--- src/rtl/gate_check_pkg.sv ---
// rtl/gate_check_pkg.sv - shared types and truth-table constants for the gate vector checker
package gate_check_pkg;

    typedef enum logic [1:0] {
        ST_IDLE  = 2'd0,
        ST_DRIVE = 2'd1,
        ST_DONE  = 2'd2
    } state_t;

    // Truth tables are indexed by {a,b}: bit 0 is vector 00, bit 3 is vector 11.
    localparam logic [3:0] TT_AND  = 4'b1000;
    localparam logic [3:0] TT_NAND = 4'b0111;
    localparam logic [3:0] TT_OR   = 4'b1110;
    localparam logic [3:0] TT_NOR  = 4'b0001;
    localparam logic [3:0] TT_XOR  = 4'b0110;
    localparam logic [3:0] TT_XNOR = 4'b1001;

    localparam logic [1:0] VEC_LAST = 2'b11;

endpackage

--- src/rtl/gate_vec_seq.sv ---
// rtl/gate_vec_seq.sv - hold counter and 2-bit vector counter for the gate vector checker
module gate_vec_seq
    import gate_check_pkg::*;
#(
    parameter int HOLD_CYCLES = 2
) (
    input  logic       clk,
    input  logic       rst,
    input  logic       en,
    output logic [1:0] vec,
    output logic       sample_en,
    output logic       last
);

    // A one-cycle hold still needs a one-bit counter so the compare stays legal.
    localparam int CW = (HOLD_CYCLES > 1) ? $clog2(HOLD_CYCLES) : 1;
    localparam logic [CW-1:0] HOLD_MAX = CW'(HOLD_CYCLES - 1);

    logic [CW-1:0] r_hold_cnt;
    logic [1:0]    r_vec;

    // Counters sit at zero whenever not enabled, so a new run always begins at vector 00.
    always_ff @(posedge clk) begin
        if (rst || !en) begin
            r_hold_cnt <= '0;
            r_vec      <= '0;
        end else if (sample_en) begin
            r_hold_cnt <= '0;
            r_vec      <= r_vec + 2'd1;
        end else begin
            r_hold_cnt <= r_hold_cnt + CW'(1);
        end
    end

    assign vec       = r_vec;
    assign sample_en = en && (r_hold_cnt == HOLD_MAX);
    assign last      = sample_en && (r_vec == VEC_LAST);

endmodule

--- config.mk ---
export PLATFORM = sky130hd
export DESIGN_NAME = gate_vec_seq
export DESIGN_NICKNAME = d
export VERILOG_FILES = /design/src/rtl/gate_check_pkg.sv /design/src/rtl/gate_vec_seq.sv
export SDC_FILE = /design/constraint.sdc
export NUM_CORES = 1
export LEC_CHECK = 0
export ABC_AREA = 0
export BUFFER_PORTS_ARGS = -buffer_cell sky130_fd_sc_hd__clkbuf_2
export CAP_MARGIN = 20
export CORE_AREA = 4 4 41 43
export CTS_CLUSTER_DIAMETER = 120
export DETAILED_ROUTE_END_ITERATION = 16
export DIE_AREA = 0 0 45 47
export GPL_ROUTABILITY_DRIVEN = 0
export GPL_TIMING_DRIVEN = 1
export PLACE_DENSITY = 0.3
export RECOVER_POWER = 25
export SKIP_CTS_REPAIR_TIMING = 1
export SLEW_MARGIN = 20
export SYNTH_ARGS = -nofsm -noshare
export SYNTH_HDL_FRONTEND = slang
export SYNTH_SLANG_ARGS = --single-unit
--- constraint.sdc ---
create_clock -name clk -period 0.9 [get_ports clk]
set_input_delay 0.09 -clock clk [delete_from_list [all_inputs] [get_ports clk]]
set_output_delay 0.09 -clock clk [all_outputs]
set_load 0.02 [all_outputs]
* After elaboration in Yosys (flattened, before gate mapping) *
Cells that the tools add are included.

word-level totals
  register bits after elaboration = 3
  input bits = 3
  output and inout port bits = 4
  logic and storage cells = 10

cells by class
  equality and inequality tests = 1
  reduce and logical (&&, ||, !) cells = 5
  add/sub/neg operators = 2

operators by type and width
  operator                                                        count
  2-bit by 1-bit adder with 2-bit output (second input constant)  1
  2-bit equality test (second input constant)                     1
  1-bit logical AND                                               2
  2-bit OR reduction                                              1
  1-bit adder (second input constant)                             1
  1-bit logical NOT                                               1
  1-bit logical OR                                                1

* Logic depth before layout (Yosys ltp) *
  depth after elaboration = 3
  mapped depth = 3
  mapped depth without buffers = 3

* Worst setup path after synthesis *
Ideal clock, no wire load.

  path kind = reg2reg
  from = register r_vec[0] (netlist: vec[0])
  to = register r_vec[1] (netlist: vec[1])
  buffers on the path = 0
  data arrival time = 885 ps
  slack = -99 ps
  cell stages (with the launch flop) = 4
  period minus slack after synthesis = 999 ps
  required time = 786 ps
  cells stage by stage = dfxtp_1 -> ha_1 -> mux2i_1 -> nor2_1

between the ends
  longest elaborated chain between the ends = 1

RTL lines
  element                                 line                text
  start, declared                         gate_vec_seq.sv:20  logic [1:0] r_vec;
  start signal, assigned                  gate_vec_seq.sv:29  r_vec <= r_vec + 2'd1;
  2-bit by 1-bit adder with 2-bit output  gate_vec_seq.sv:29

Every way passes these cells.
A chain may end at the register's enable or synchronous reset.

* Final worst setup path *
  from = register r_vec[1] (netlist: vec[1])
  to = output last

between the ends
  longest elaborated chain between the ends = 2

RTL lines
  element              line                text
  2-bit equality test  gate_vec_seq.sv:37  assign last = sample_en && (r_vec == VEC_LAST);
  1-bit logical AND    gate_vec_seq.sv:37
  end, declared        gate_vec_seq.sv:12  output logic last

Every way passes these cells.

==> reports/results.ini <==
[cts]
clk_latency_ns=0.23
clock-sinks=3
cts_root_buffer=clkbuf_4
cts_tree=done
numCtsBuffers=3
h-tree-depth=1
path_clk_slew_ns=0.04
cts.path.max_buffers=2

[logic_synthesis]
synth_cells=12
syn_area_sq_um=123.9
syn_nets=16
synth.distinct_cells=8
ys_seq_area_share_pct=48.48
avgSynthCellArea_sq_um=10.32
ys_ff_latch=3
yosys_warnings=0

[min_path]
min-delay-path-class=in2reg

[floorplanning]
core_region_area_sq_um=1301
rows=13
die_w_um=45
io-pin-count=7
dieArea_sq_um=2115
die_h_um=47
initial_utilization_pct=9.519

[pwr]
p_per_area_nw_per_um2=1551
p_leak_nw=0.1158
p_clk_share_pct=56.1
sequentialPowerShare_pct=33.9
swShare_pct=20.84
p_int_w=0.0003257
ir_drop_mv=0.4222
p_comb_share_pct=9.9
switchingPower_w=0.00008577

[timing]
slew_headroom_pct=92.25
setup_viol=3
finClkSkew_ns=0.0008729
drv_slew=0
fmax_mhz=941.0
rsz0062_at_grt=yes
fin_ws_ns=-0.1627
period_share_pct=118.1
tightest_slew_ns=0.1131
min_period_ns=1.063
hold_viol=0

[detailed_routing]
antenna_left=0
drt-total-wl_um=291
drt_iter0_markers=1
wl_per_cell_um=7.275
num_vias=125
drc=0
vias_per_cell=3.125
dr.pass1.iters=2

[run_status]
outcome=finished, violations left
violations=setup timing

[placed_design]
place.port_buffers=6
placed_cell_area_sq_um=205.2
placedCellCount=35
dpl.hpwl_um=241.9

[grt]
grt-ovfl-total=0
antenna_found_initial=0
grt_max_degree=5
track_usage_pct=3.864
grt_pass1_vias=122
grt_pass1_wl_um=469

[flow_run]
maxCapViolCount=0

[setup_path]
path_class=reg2out
cp_max_fo=3
arrival_ns=0.97
critical_path.startpoint_type=register
endpoint_kind=output pin
crit_required_ns=0.81

[final_layout]
final_cell_mix=nor2_1 (3), clkbuf_4 (3), clkbuf_2 (3), buf_6 (3), buf_4 (3)
drive_gt1_share_pct=72.00
n_antenna_cell=0
nets=30
fin_area_sq_um=265.3
area_growth_syn_to_layout_pct=114.1
final_cell_count_no_fill=40

-- cell type report --
| cell class | instances | area [sq um] |
|---|---|---|
| Sequential cell | 3 | 68.82 |
| Timing Repair Buffer | 9 | 71.32 |
| Fill cell | 152 | 1036 |
| Clock buffer | 4 | 26.28 |
| Multi-Input combinational cell | 9 | 80.08 |
| Tap cell | 15 | 18.77 |
-- cells by family (layout without fill, tap and decap cells) --
group / Yosys count / after routing / share of synthesized area [%]
DFF: 3 / 3 / 48.49
xor gates and xnor gates: 1 / 1 / 7.072
adders and majority gates: 1 / 1 / 10.10
muxes: 1 / 1 / 8.081
and+or+nand+nor: 6 / 6 / 26.27
buffers and inverters: 0 / 13 / 0
-- critical path, cell delays in order, from the launching register on --
cell     delay, ns
dfxtp_2       0.35
ha_4          0.13
and3_4        0.16
buf_6         0.11
-- cells in the mapped netlist, drive strengths merged --
cell    count  area share, %
xnor2       1            7.1
mux2i       1            8.1
and3        1            6.1
nor2        3            9.1
dfxtp       3             48
and2        1            6.1
nand2b      1            5.1
ha          1             10
-- worst paths after layout --
kind | from | to | slack [ns] | cells after the start
max | vec[1]$_SDFFE_PP0P_ | last | -0.16 | 3
min | en | r_hold_cnt$_SDFF_PP0_ | 0.16 | 3
max reg2reg | vec[1]$_SDFFE_PP0P_ | vec[1]$_SDFFE_PP0P_ | 0.06 | 3
min reg2reg | r_hold_cnt$_SDFF_PP0_ | r_hold_cnt$_SDFF_PP0_ | 0.53 | 2
-- metal layers --
| layer | global-route usage, % | share of wire [%] | routed length, um | vias up |
|---|---|---|---|---|
| met1 | 3.167 | 40 | 115 | 54 |
| met3 | 2.682 | 17 | 49 | 0 |
| met5 | 0 | 0 | 0 | - |
| met2 | 3.672 | 44 | 127 | 6 |
| li1 | - | - | - | 65 |
| met4 | 8.772 | 0 | 0 | 0 |
-- power groups by stage --
| stage | clock (W) | combinational, W | sequential (W) |
|---|---|---|---|
| final | 0.000231 | 0.0000409 | 0.000140 |
| after global routing | 0.000268 | 0.0000448 | 0.000140 |
| after CTS | 0.000247 | 0.0000330 | 0.000142 |
| after detailed placement | 0 | 0.0000326 | 0.000144 |
| after global placement | 0 | 0.0000324 | 0.000143 |
| after floorplan | 0 | 0.0000134 | 0.000146 |
-- flip-flops by register name, summed over array words and instances (netlist names) --
signal and count:
vec 2, r_hold_cnt 1
-- stage by stage --
| step | hold slack (ns) | setup WS [ns] | power (W) | setup TNS (ns) | utilization (%) |
|---|---|---|---|---|---|
| after detailed placement | 0.4120 | -0.007887 | 0.0001764 | -0.007887 | 15.77 |
| after global routing | 0.1878 | -0.2047 | 0.0004530 | -0.3719 | 20.38 |
| after CTS | 0.1715 | -0.2631 | 0.0004219 | -0.4653 | 17.79 |
| after floorplan | 0.2581 | 0.02144 | 0.0001594 | 0 | - |
| after global placement | 0.4101 | -0.006139 | 0.0001758 | -0.006139 | 15.77 |
| final | 0.1591 | -0.1627 | 0.0004115 | -0.2517 | 20.38 |
Note: power is estimated with default switching activity, not from simulation.
